**src/rtl/id_ctrl_stage_if.sv**
```systemverilog
// Decode-stage to ID/EX control bundle: decoded fields, pipeline controls and registered outputs.
interface id_ctrl_stage_if #(
   parameter int EXE_CMD_W = 4
);
   logic                 valid_in;
   logic [1:0]           mode;
   logic [3:0]           opcode;
   logic                 s;
   logic [3:0]           cond;
   logic [3:0]           status;
   logic                 stall_in;
   logic                 flush_in;
   logic [EXE_CMD_W-1:0] exe_cmd;
   logic                 mem_read;
   logic                 mem_write;
   logic                 wb_enable;
   logic                 branch_taken;
   logic                 status_write_enable;
   logic                 valid_out;
   logic                 busy;

   modport master (
      output valid_in, mode, opcode, s, cond, status, stall_in, flush_in,
      input  exe_cmd, mem_read, mem_write, wb_enable, branch_taken,
             status_write_enable, valid_out, busy
   );

   modport slave (
      input  valid_in, mode, opcode, s, cond, status, stall_in, flush_in,
      output exe_cmd, mem_read, mem_write, wb_enable, branch_taken,
             status_write_enable, valid_out, busy
   );
endinterface

```
**src/rtl/id_ctrl_stage.sv**
```systemverilog
// Registered ID-stage control decoder with ARM condition gating and an ID/EX control
// register supporting stall, flush and a multi-cycle hold after memory ops.
//
// state       | meaning
// ST_IDLE     | register loads a new decode unless stalled or flushed
// ST_MEM_HOLD | memory op held in the register for MEM_WAIT further cycles
module id_ctrl_stage #(
   parameter int EXE_CMD_W = 4,
   parameter int MEM_WAIT  = 2
) (
   input  logic            clk,
   input  logic            rst,
   id_ctrl_stage_if.slave  bus
);

   typedef enum logic {
      ST_IDLE     = 1'b0,
      ST_MEM_HOLD = 1'b1
   } state_t;

   typedef struct packed {
      logic [EXE_CMD_W-1:0] exe_cmd;
      logic                 mem_read;
      logic                 mem_write;
      logic                 wb_enable;
      logic                 branch_taken;
      logic                 status_write_enable;
      logic                 valid_out;
   } ctrl_t;

   state_t     state_q, state_d;
   logic [3:0] cnt_q, cnt_d;
   ctrl_t      ctrl_q, ctrl_d;
   logic       busy_q, busy_d;
   ctrl_t      dec;
   logic       cond_pass;
   logic       load;

   logic flag_n, flag_z, flag_c, flag_v;
   assign {flag_n, flag_z, flag_c, flag_v} = bus.status;

   always_comb begin
      cond_pass = 1'b0;
      case (bus.cond)
         4'b0000: cond_pass = flag_z;
         4'b0001: cond_pass = !flag_z;
         4'b0010: cond_pass = flag_c;
         4'b0011: cond_pass = !flag_c;
         4'b0100: cond_pass = flag_n;
         4'b0101: cond_pass = !flag_n;
         4'b0110: cond_pass = flag_v;
         4'b0111: cond_pass = !flag_v;
         4'b1000: cond_pass = flag_c && !flag_z;
         4'b1001: cond_pass = !flag_c || flag_z;
         4'b1010: cond_pass = (flag_n == flag_v);
         4'b1011: cond_pass = (flag_n != flag_v);
         4'b1100: cond_pass = !flag_z && (flag_n == flag_v);
         4'b1101: cond_pass = flag_z || (flag_n != flag_v);
         4'b1110: cond_pass = 1'b1;
         default: cond_pass = 1'b0;
      endcase
   end

   // Bubbles carry valid_out=0; NOPs (unknown opcode, reserved mode) keep valid_out=1.
   always_comb begin
      dec = '0;
      if (bus.valid_in && cond_pass) begin
         dec.valid_out = 1'b1;
         case (bus.mode)
            2'b00: begin
               case (bus.opcode)
                  4'b1101: begin dec.exe_cmd = EXE_CMD_W'(4'b0001); dec.wb_enable = 1'b1; dec.status_write_enable = bus.s; end
                  4'b1111: begin dec.exe_cmd = EXE_CMD_W'(4'b1001); dec.wb_enable = 1'b1; dec.status_write_enable = bus.s; end
                  4'b0100: begin dec.exe_cmd = EXE_CMD_W'(4'b0010); dec.wb_enable = 1'b1; dec.status_write_enable = bus.s; end
                  4'b0101: begin dec.exe_cmd = EXE_CMD_W'(4'b0011); dec.wb_enable = 1'b1; dec.status_write_enable = bus.s; end
                  4'b0010: begin dec.exe_cmd = EXE_CMD_W'(4'b0100); dec.wb_enable = 1'b1; dec.status_write_enable = bus.s; end
                  4'b0110: begin dec.exe_cmd = EXE_CMD_W'(4'b0101); dec.wb_enable = 1'b1; dec.status_write_enable = bus.s; end
                  4'b0000: begin dec.exe_cmd = EXE_CMD_W'(4'b0110); dec.wb_enable = 1'b1; dec.status_write_enable = bus.s; end
                  4'b1100: begin dec.exe_cmd = EXE_CMD_W'(4'b0111); dec.wb_enable = 1'b1; dec.status_write_enable = bus.s; end
                  4'b0001: begin dec.exe_cmd = EXE_CMD_W'(4'b1000); dec.wb_enable = 1'b1; dec.status_write_enable = bus.s; end
                  4'b1010: begin dec.exe_cmd = EXE_CMD_W'(4'b0100); dec.status_write_enable = 1'b1; end
                  4'b1000: begin dec.exe_cmd = EXE_CMD_W'(4'b0110); dec.status_write_enable = 1'b1; end
                  default: ;
               endcase
            end
            2'b01: begin
               dec.exe_cmd   = EXE_CMD_W'(4'b0010);
               dec.mem_read  = bus.s;
               dec.mem_write = !bus.s;
               dec.wb_enable = bus.s;
            end
            2'b10:   dec.branch_taken = 1'b1;
            default: ;
         endcase
      end
   end

   always_ff @(posedge clk) begin
      if (rst) begin
         state_q <= ST_IDLE;
         cnt_q   <= 4'd0;
      end else begin
         state_q <= state_d;
         cnt_q   <= cnt_d;
      end
   end

   always_comb begin
      state_d = state_q;
      cnt_d   = cnt_q;
      load    = 1'b0;
      if (bus.flush_in) begin
         state_d = ST_IDLE;
         cnt_d   = 4'd0;
      end else if (state_q == ST_MEM_HOLD) begin
         cnt_d = cnt_q - 4'd1;
         if (cnt_q == 4'd1) begin
            state_d = ST_IDLE;
         end
      end else if (!bus.stall_in) begin
         load = 1'b1;
         if ((dec.mem_read || dec.mem_write) && (MEM_WAIT > 0)) begin
            state_d = ST_MEM_HOLD;
            cnt_d   = 4'(MEM_WAIT);
         end
      end
   end

   // busy lags the hold state by one cycle so it spans the last MEM_WAIT cycles of the op.
   always_comb begin
      ctrl_d = ctrl_q;
      busy_d = (state_q == ST_MEM_HOLD) && !bus.flush_in;
      if (bus.flush_in) begin
         ctrl_d = '0;
      end else if (load) begin
         ctrl_d = dec;
      end
   end

   always_ff @(posedge clk) begin
      if (rst) begin
         ctrl_q <= '0;
         busy_q <= 1'b0;
      end else begin
         ctrl_q <= ctrl_d;
         busy_q <= busy_d;
      end
   end

   assign bus.exe_cmd             = ctrl_q.exe_cmd;
   assign bus.mem_read            = ctrl_q.mem_read;
   assign bus.mem_write           = ctrl_q.mem_write;
   assign bus.wb_enable           = ctrl_q.wb_enable;
   assign bus.branch_taken        = ctrl_q.branch_taken;
   assign bus.status_write_enable = ctrl_q.status_write_enable;
   assign bus.valid_out           = ctrl_q.valid_out;
   assign bus.busy                = busy_q;

endmodule
```
**src/flat_wrapper.sv**
```systemverilog
// flat-port wrapper written by rule: the top's interface ports become plain ports
module id_ctrl_stage_flat 
#(
   parameter int EXE_CMD_W = 4,
   parameter int MEM_WAIT  = 2
)
  (clk, rst, bus_valid_in, bus_mode, bus_opcode, bus_s, bus_cond, bus_status, bus_stall_in, bus_flush_in, bus_exe_cmd, bus_mem_read, bus_mem_write, bus_wb_enable, bus_branch_taken, bus_status_write_enable, bus_valid_out, bus_busy);
  id_ctrl_stage_if #(.EXE_CMD_W(EXE_CMD_W)) bus_i ();
  input  logic clk;
  input  logic rst;
  input wire logic [$bits(bus_i.valid_in)-1:0] bus_valid_in;
  input wire logic [$bits(bus_i.mode)-1:0] bus_mode;
  input wire logic [$bits(bus_i.opcode)-1:0] bus_opcode;
  input wire logic [$bits(bus_i.s)-1:0] bus_s;
  input wire logic [$bits(bus_i.cond)-1:0] bus_cond;
  input wire logic [$bits(bus_i.status)-1:0] bus_status;
  input wire logic [$bits(bus_i.stall_in)-1:0] bus_stall_in;
  input wire logic [$bits(bus_i.flush_in)-1:0] bus_flush_in;
  output wire logic [$bits(bus_i.exe_cmd)-1:0] bus_exe_cmd;
  output wire logic [$bits(bus_i.mem_read)-1:0] bus_mem_read;
  output wire logic [$bits(bus_i.mem_write)-1:0] bus_mem_write;
  output wire logic [$bits(bus_i.wb_enable)-1:0] bus_wb_enable;
  output wire logic [$bits(bus_i.branch_taken)-1:0] bus_branch_taken;
  output wire logic [$bits(bus_i.status_write_enable)-1:0] bus_status_write_enable;
  output wire logic [$bits(bus_i.valid_out)-1:0] bus_valid_out;
  output wire logic [$bits(bus_i.busy)-1:0] bus_busy;
  assign bus_i.valid_in = bus_valid_in;
  assign bus_i.mode = bus_mode;
  assign bus_i.opcode = bus_opcode;
  assign bus_i.s = bus_s;
  assign bus_i.cond = bus_cond;
  assign bus_i.status = bus_status;
  assign bus_i.stall_in = bus_stall_in;
  assign bus_i.flush_in = bus_flush_in;
  assign bus_exe_cmd = bus_i.exe_cmd;
  assign bus_mem_read = bus_i.mem_read;
  assign bus_mem_write = bus_i.mem_write;
  assign bus_wb_enable = bus_i.wb_enable;
  assign bus_branch_taken = bus_i.branch_taken;
  assign bus_status_write_enable = bus_i.status_write_enable;
  assign bus_valid_out = bus_i.valid_out;
  assign bus_busy = bus_i.busy;
  id_ctrl_stage #(.EXE_CMD_W(EXE_CMD_W), .MEM_WAIT(MEM_WAIT)) u_core (.clk(clk), .rst(rst), .bus(bus_i));
endmodule
```
**config.mk**
```make
export PLATFORM = sky130hd
export DESIGN_NAME = id_ctrl_stage_flat
export DESIGN_NICKNAME = d
export VERILOG_FILES = /design/src/rtl/id_ctrl_stage_if.sv /design/src/rtl/id_ctrl_stage.sv /design/src/flat_wrapper.sv
export SDC_FILE = /design/constraint.sdc
export NUM_CORES = 1
export LEC_CHECK = 0
export ABC_AREA = 1
export CAP_MARGIN = 20
export CORE_ASPECT_RATIO = 1.5
export CORE_UTILIZATION = 35
export CTS_BUF_LIST = sky130_fd_sc_hd__clkbuf_8
export DETAILED_ROUTE_END_ITERATION = 8
export GPL_TIMING_DRIVEN = 0
export SYNTH_ARGS = -nofsm -noshare
export SYNTH_HDL_FRONTEND = slang
export SYNTH_SLANG_ARGS = --single-unit
```
**constraint.sdc**
```tcl
create_clock -name clk -period 2.3 [get_ports clk]
set_input_delay 0.345 -clock clk [delete_from_list [all_inputs] [get_ports clk]]
set_output_delay 0.345 -clock clk [all_outputs]
set_load 0.005 [all_outputs]
```
==> results_dict.tcl, run 1 <==
set metrics [dict create \
    final-setup-viol-count 0 \
    drt_pass1_iterations 4 \
    clk_path_buf_depth 2 \
    routed_wl_um 2340 \
    dp_hpwl_um 1940 \
    via_per_inst 4.77 \
    clock_sinks 16 \
    clock_latency_ns 0.24 \
    rows 23 \
    fp.dieW_um 46.1 \
    grt_max_degree 11 \
    maxSlewHeadroom 0.703 \
    path_clk_slew_ns 0.06 \
    final_cell_area_mm2 0.00141 \
    rsz0062_at_grt "no" \
    grt_usage 0.177 \
    cts_tree "built" \
    syn_inst 167 \
    vdd_drop_max_v 0.000219 \
    arrival_ns 1.86 \
    placed_cell_area_mm2 0.00137 \
    antenna_found_initial 0 \
    postSynthAreaPerCell_um2 6.12 \
    start_util 0.374 \
    grt_remaining_overflow 0 \
    gp_congestion 0.836 \
    outcome "finished clean" \
    cts_hold_buf 0 \
    synth-seq-cells 16 \
    drcViolationCount 0 \
    root_buffer "clkbuf_8" \
    leakage_nw 0.612 \
    grt_first_pass_wirelength_um 4200 \
    critPathRequiredTime_ns 2.47 \
    place_ws_ns 0.337 \
    hp-class "reg -> reg" \
    syn2layout_area_growth_pct 37.9 \
    p_per_area_mw_per_mm2 431 \
    grt_pass1_vias 1086 \
    synth.distinct_cells 21 \
    syn_area_mm2 0.00102 \
    finalMaxSlewViolations 0 \
    synth_warnings 0 \
    worst_slew_pin_slew_ns 0.444 \
    hold_viol 0 \
    drt_iter0_drc 22 \
    end_kind "register" \
    ant_nets 0 \
    cp_max_fo 10 \
    fp.coreArea_mm2 0.00273 \
    ios 31 \
    antenna_cells 0 \
    dr_total_vias 1131 \
    drive_gt1_frac 0.0600 \
    ys_async_sr_fraction 0 \
    port-buffer-count 30 \
    timing.final.ws_setup_ns 0.615 \
    dieArea_mm2 0.00315 \
    critPathKind "in -> reg" \
    synth_edf_count 0 \
    fin_skew_ns 0.00151 \
    post-route-util 0.516 \
    max_freq_mhz 593 \
    nets 224 \
    cts_setup_buffers 0 \
    syn_nets 189 \
    synth-main-ff-cell "dfxtp_1" \
    max_cap_viol_count 0 \
    seq_area_frac_synth 0.313 \
    period_needed_ns 1.68 \
    dieHeight_um 68.2 \
    numCtsBuffers 3 \
    critPathLaunchType "input pin" \
    finalCritPeriodShare 0.733 \
    tns_ns 0 \
    post_cts_resize_count 0 \
    avgRoutedWirePerCell_um 9.88 \
    htree_levels 1 \
]
-- cell usage in the layout (no fill, tap or decap), types with 2 or more instances in the layout --
master,netlist,layout
nand2_2,2,2
a21oi_1,15,15
buf_2,2,2
inv_1,22,22
nand4_1,9,9
nand3_1,11,11
nand2_1,43,43
inv_2,2,2
dfxtp_1,16,16
nor3_1,6,6
o21ai_0,10,10
clkdlybuf4s50_1,0,30
nor2_1,19,19
ha_1,2,2
clkbuf_8,0,3
-- layer usage --
metal / up-vias / part of all wire / track usage
met5: - / 0 / 0
li1: 616 / - / -
met3: 4 / 0.047 / 0.0396
met1: 483 / 0.43 / 0.196
met4: 0 / 0.011 / 0.0699
met2: 28 / 0.51 / 0.315
-- worst max-delay path, cell delays in order --
cell,delay [ns]
clkdlybuf4s50_1,0.51
inv_1,0.08
nor2_1,0.17
nand3_1,0.10
nand2_1,0.07
nand2_1,0.05
nand2_1,0.05
nor2_1,0.05
nand2_2,0.07
buf_6,0.13
nand4_1,0.08
a21oi_1,0.14
-- flip-flops by register name, indices dropped and copies added (netlist names) --
name                            cells
u_core.state_q                      1
u_core.cnt_q                        4
u_core.bus.status_write_enable      1
u_core.bus.exe_cmd                  4
u_core.bus.mem_write                1
u_core.bus.wb_enable                1
u_core.bus.busy                     1
u_core.bus.mem_read                 1
u_core.bus.branch_taken             1
u_core.bus.valid_out                1
-- cells in the mapped netlist, types with 2 or more instances --
cell type | number | area share
inv_1 | 22 | 0.081
nor2_1 | 19 | 0.070
inv_2 | 2 | 0.0073
nand2_1 | 43 | 0.16
dfxtp_1 | 16 | 0.31
buf_2 | 2 | 0.0098
nand4_1 | 9 | 0.055
o21ai_0 | 10 | 0.049
nor3_1 | 6 | 0.029
nand2_2 | 2 | 0.012
ha_1 | 2 | 0.024
nand3_1 | 11 | 0.054
a21oi_1 | 15 | 0.073
-- final timing paths --
check,start,endpoint,slack [ns],cells after the start
min reg2reg,u_core.bus.branch_taken,u_core.bus.branch_taken,0.46,2
max reg2reg,u_core.state_q,u_core.bus.mem_write,1.02,4
min,u_core.bus.branch_taken,u_core.bus.branch_taken,0.46,2
max,bus_cond[3],u_core.bus.exe_cmd[1],0.62,12
-- stage by stage --
step | cells | hold WS [ns] | power (mW)
CTS | 237 | 0.466 | 0.611
floorplan | 167 | 0.462 | 0.355
detailed placement | 234 | 0.458 | 0.413
finish | 237 | 0.463 | 0.608
global placement | 234 | 0.455 | 0.411
global route | 237 | 0.487 | 0.638
-- power by group --
group          leakage, nW  internal (mW)  switching (mW)
logic                0.462         0.0582          0.0682
clock network       0.0216          0.116          0.0859
registers            0.129          0.279         0.00103
total                0.612          0.453           0.155
-- kinds of logic (layout without fill, tap and decap cells) --
kind of cell	after synthesis	in the layout	share of synthesized area
fa+ha+maj	2	2	0.0245
buf+inv	28	61	0.113
simple gates	93	93	0.401
flops	16	16	0.313
compound gates	28	28	0.148
-- area by class of cell --
class / instances / area, µm²
well taps: 37 / 46.3
fillers: 294 / 1320
clock buffers: 3 / 41.3
multi-input cells: 123 / 587
inverters: 25 / 93.8
plain buffers: 3 / 21.3
repair buffers: 30 / 300
flip-flops and latches: 16 / 320
No activity file was read; power rests on OpenSTA's default activity.
==> inputs of run 2 (changes only) <==
==> constraint.sdc (replaced) <==
create_clock -name clk -period 1.45 [get_ports clk]
set_input_delay 0.2175 -clock clk [delete_from_list [all_inputs] [get_ports clk]]
set_output_delay 0.2175 -clock clk [all_outputs]
set_load 0.005 [all_outputs]
==> run 2 against run 1 <==
Utilization is 0.55 points higher. Sequential share of layout area is 0.24 points lower. Sequential cell count stayed put. Critical endpoint is now u_core.bus.exe_cmd[0]. Design area is 1.1% higher. Die area stayed put. Total power is 59% higher. Critical path depth is 5 lower. Setup slack worse by 0.46 ns. Non-clock buffer count stayed put. Worst hold slack hardly changed.
==> results_dict.tcl, run 2 (same netlist as run 1, synthesis figures left out) <==
set metrics [dict create \
    antenna_found_initial 0 \
    arrival_ns 1.47 \
    numCtsBuffers 3 \
    met3_length_um 107 \
    drt_iter0_drc 15 \
    crit_slowest_cell "clkdlybuf4s50_1" \
    port-buffer-count 30 \
    wl_met1_um 1020 \
    worst_slew_pin_slew_ns 0.281 \
    grt_pass1_vias 1076 \
    maxSlewHeadroom 0.811 \
    critPathLaunchType "input pin" \
    path_clk_slew_ns 0.06 \
    cp_cell_sequence "clkdlybuf4s50_1 > inv_1 > nor3_1 > o21ai_0 > nor2_1 > nand4_1 > a21oi_1" \
    cts_setup_buffers 0 \
    antenna_cells 0 \
    hp-class "reg -> reg" \
    clock_latency_ns 0.24 \
    critPathKind "in -> reg" \
    p_int_uw 714 \
    routed_wl_um 2370 \
    gp_congestion 0.836 \
    final_cell_area_mm2 0.00143 \
    drive_gt1_frac 0.0950 \
    avgRoutedWirePerCell_um 9.99 \
    hold_slack_ns 0.463 \
    grt_first_pass_wirelength_um 4220 \
    outcome "finished clean" \
    p_sw_frac 0.261 \
    post-route-util 0.521 \
    cp_slowest_stage_delay_ns 0.52 \
    vdd_drop_max_v 0.000345 \
    dp.cells 234 \
    via_per_inst 4.79 \
    rows 23 \
    cts_hold_buf 0 \
    cp_max_fo 4 \
    syn2layout_area_growth_pct 39.4 \
    leakage_nw 0.640 \
    dp_hpwl_um 1940 \
    layout_commonest_cell "nand2_1" \
    critPathRequiredTime_ns 1.63 \
    timing.final.ws_setup_ns 0.151 \
    p_sw_uw 252 \
    grt_usage 0.178 \
    ant_nets 0 \
    final_cell_mix "nand2_1 (43), clkdlybuf4s50_1 (22), inv_1 (21)" \
    dieArea_mm2 0.00315 \
    seqCellArea_um2 320 \
    htree_levels 1 \
    fin_skew_ns 0.00168 \
    dieHeight_um 68.2 \
    p_clk_frac 0.332 \
    max_freq_mhz 770 \
    place_ws_ns -0.385 \
    root_buffer "clkbuf_8" \
    fp.dieW_um 46.1 \
    ios 31 \
    clock_sinks 16 \
    hold_viol 0 \
    fp.coreArea_mm2 0.00273 \
    multiInputGateArea_um2 604 \
    grt_max_degree 11 \
    route.met2.wl_um 1220 \
    routed.top_layer "met4" \
    reg2reg_depth 4 \
    finalCritPeriodShare 0.896 \
    dr_total_vias 1136 \
    placed_cell_area_mm2 0.00137 \
    fin_cells 237 \
    grt_remaining_overflow 0 \
    tns_ns 0 \
    whs_path_depth 2 \
    drcViolationCount 0 \
    p_seq_frac 0.460 \
    cts_tree "built" \
    period_needed_ns 1.30 \
    end_kind "register" \
    nets 224 \
    pwr-share-comb 0.208 \
    fill_cells 296 \
    clk_path_buf_depth 2 \
    finalMaxSlewViolations 0 \
    p_per_area_mw_per_mm2 678 \
    start_util 0.374 \
    fin_total_pwr_uw 966 \
    drt_pass1_iterations 4 \
    final-setup-viol-count 0 \
    max_cap_viol_count 0 \
]
-- run 2: timing repair --
item / in CTS / in global routing
pin swaps: 0 / 3
setup endpoints to repair: 15 / 14
hold endpoints to repair: 0 / 0
resized for setup: 9 / 7
-- run 2: final timing paths --
| kind | startpoint | end | slack, ns |
|---|---|---|---|
| setup / recovery | bus_opcode[3] | u_core.bus.exe_cmd[0] | 0.15 |
| setup reg to reg | u_core.state_q | u_core.bus.mem_write | 0.17 |
| hold / removal | u_core.bus.branch_taken | u_core.bus.branch_taken | 0.46 |
| hold reg to reg | u_core.bus.branch_taken | u_core.bus.branch_taken | 0.46 |
-- run 2: layout make-up --
type | count | area share
Clock buffer | 3 | 0.0290
Sequential cell | 16 | 0.225
Multi-Input combinational cell | 123 | 0.424
Buffer | 3 | 0.0149
Inverter | 25 | 0.0658
Timing Repair Buffer | 30 | 0.209
Tap cell | 37 | 0.0325
-- run 2: metal layers --
layer	global-route usage	up-vias
met2	0.319	26
met5	0	-
li1	-	616
met4	0.0625	0
met3	0.0396	4
met1	0.197	490
-- run 2: power by group through the flow --
stage / registers (mW) / clock network, mW / logic [mW]
6_report: 0.444 / 0.321 / 0.201
5_1_grt: 0.444 / 0.340 / 0.229
4_1_cts: 0.444 / 0.323 / 0.199
3_5_place_dp: 0.454 / 0 / 0.201
3_3_place_gp: 0.454 / 0 / 0.199
2_1_floorplan: 0.454 / 0 / 0.109
-- run 2: critical path: cells and delay by family --
kind                   cells  cell delay (ns)
AO/OA/AOI/OAI              2             0.26
AND/OR/NAND/NOR            3             0.41
buffers and inverters      2             0.59
==> inputs of run 3 (changes only) <==
--- a/config.mk
+++ b/config.mk
@@ -8,7 +8,7 @@
 export ABC_AREA = 1
 export CAP_MARGIN = 20
 export CORE_ASPECT_RATIO = 1.5
-export CORE_UTILIZATION = 35
+export CORE_UTILIZATION = 32
 export CTS_BUF_LIST = sky130_fd_sc_hd__clkbuf_8
 export DETAILED_ROUTE_END_ITERATION = 8
 export GPL_TIMING_DRIVEN = 0
==> run 3 against run 2 <==
Cell count is 1.3% higher. Utilization is 3.5 points lower. Via count is 2.8% higher. Critical path type unchanged. Critical endpoint is now u_core.bus.mem_write. Highest routed layer unchanged.
==> results_dict.tcl, run 3 (same netlist as run 1, synthesis figures left out) <==
set metrics [dict create \
    outcome "finished clean" \
    layout_commonest_cell "nand2_1" \
    cp_cell_sequence "clkdlybuf4s50_1 > nor3_1 > clkinv_1 > nand2_1 > a21oi_2" \
    antenna_cells 0 \
    routed_wl_um 2380 \
    critPathLaunchType "input pin" \
    cp_max_fo 9 \
    tns_ns 0 \
    post-route-util 0.486 \
    cts_setup_buffers 0 \
    path_clk_slew_ns 0.06 \
    fin_skew_ns 0.00534 \
    rows 24 \
    crit_slowest_cell "clkdlybuf4s50_1" \
    hold_viol 0 \
    timing.final.ws_setup_ns 0.119 \
    crit_start "bus_stall_in" \
    numCtsBuffers 3 \
    grt_first_pass_wirelength_um 4090 \
    final_cell_area_mm2 0.00145 \
    dieArea_mm2 0.00343 \
    final-setup-viol-count 0 \
    grt_max_degree 11 \
    clock_latency_ns 0.25 \
    cts_tree "built" \
    ant_nets 0 \
    drcViolationCount 0 \
    placed_cell_area_mm2 0.00137 \
    avgRoutedWirePerCell_um 9.93 \
    finalMaxSlewViolations 0 \
    grt_usage 0.156 \
    max_cap_viol_count 0 \
    vdd_drop_max_v 0.000316 \
    path_buf_inv 2 \
    p_per_area_mw_per_mm2 714 \
    drt_iter0_drc 13 \
    ios 31 \
    leakage_nw 0.648 \
    finalCritPeriodShare 0.918 \
    grt_remaining_overflow 0 \
    syn2layout_area_growth_pct 41.4 \
    start_util 0.344 \
    drt_pass1_iterations 4 \
    clock_sinks 16 \
    critPathKind "in -> reg" \
    drive_gt1_frac 0.0995 \
    fp.dieW_um 48.2 \
    final_cell_mix "nand2_1 (42), inv_1 (22), clkdlybuf4s50_1 (22)" \
    rsz0062_at_grt "no" \
    r2r_start "u_core.state_q" \
    arrival_ns 1.47 \
    hp-start "u_core.bus.status_write_enable" \
    port-buffer-count 30 \
    fp.coreArea_mm2 0.00297 \
    dp.cells 236 \
    grt_pass1_vias 1072 \
    dieHeight_um 71.2 \
    dr_total_vias 1168 \
    via_per_inst 4.87 \
    htree_levels 1 \
    maxSlewHeadroom 0.793 \
    place_ws_ns -0.343 \
    fin_cells 240 \
    end_kind "register" \
    worst_slew_pin_slew_ns 0.309 \
    cp_slowest_stage_delay_ns 0.44 \
    critPathRequiredTime_ns 1.59 \
    root_buffer "clkbuf_8" \
    path_delay_family "buffers and inverters" \
    clk_path_buf_depth 2 \
    gp_congestion 0.790 \
    cts_hold_buf 0 \
    period_needed_ns 1.33 \
    antenna_found_initial 0 \
    hp-class "reg -> reg" \
    max_freq_mhz 751 \
    dp_hpwl_um 1970 \
    fill_cells 296 \
    nets 224 \
]
==> run 3: where the power goes <==
part | internal (mW) | total (mW) | switching, mW
clock network | 0.241 | 0.387 | 0.146
registers | 0.442 | 0.444 | 0.00167
logic | 0.0880 | 0.202 | 0.114
==> run 3: repair_timing <==
action | CTS | global route
pin swaps | 2 | 2
endpoints found under the setup margin | 13 | 14
resized for setup | 9 | 8
==> run 3: metrics by stage <==
stage                     power (mW)  hold slack (ns)
after floorplan                0.562            0.385
after global placement         0.652            0.453
after detailed placement       0.655            0.459
after CTS                       1.04            0.468
after global routing            1.09            0.490
final                           1.03            0.464
==> run 3: worst min-delay path, cell delays in order (launching register included) <==
cell     delay [ns]
dfxtp_1        0.30
nand2_1        0.06
a21oi_1        0.05
==> run 3: worst paths after layout <==
kind	endpoint	slack (ns)	cells after the start
setup reg to reg	u_core.bus.mem_write	0.14	4
setup / recovery	u_core.bus.mem_write	0.12	5
hold reg to reg	u_core.bus.status_write_enable	0.46	2
hold / removal	u_core.bus.status_write_enable	0.46	2
==> run 3: layout make-up <==
class / count / area, µm² / share of cell area
multi-input combinational: 123 / 608 / 0.421
timing repair buffer: 30 / 298 / 0.206
inverter: 25 / 93.8 / 0.0649
tap: 39 / 48.8 / 0.0338
buffer: 3 / 21.3 / 0.0147
clock buffer: 4 / 55.1 / 0.0381
sequential: 16 / 320 / 0.222
==> run 3: metal layers <==
layer | GRT usage | share of wire | vias to the layer above
met2 | 0.274 | 0.52 | 36
li1 | - | - | 615
met3 | 0.0227 | 0.044 | 4
met4 | 0.0617 | 0.013 | 0
met5 | 0 | 0 | -
met1 | 0.177 | 0.42 | 513
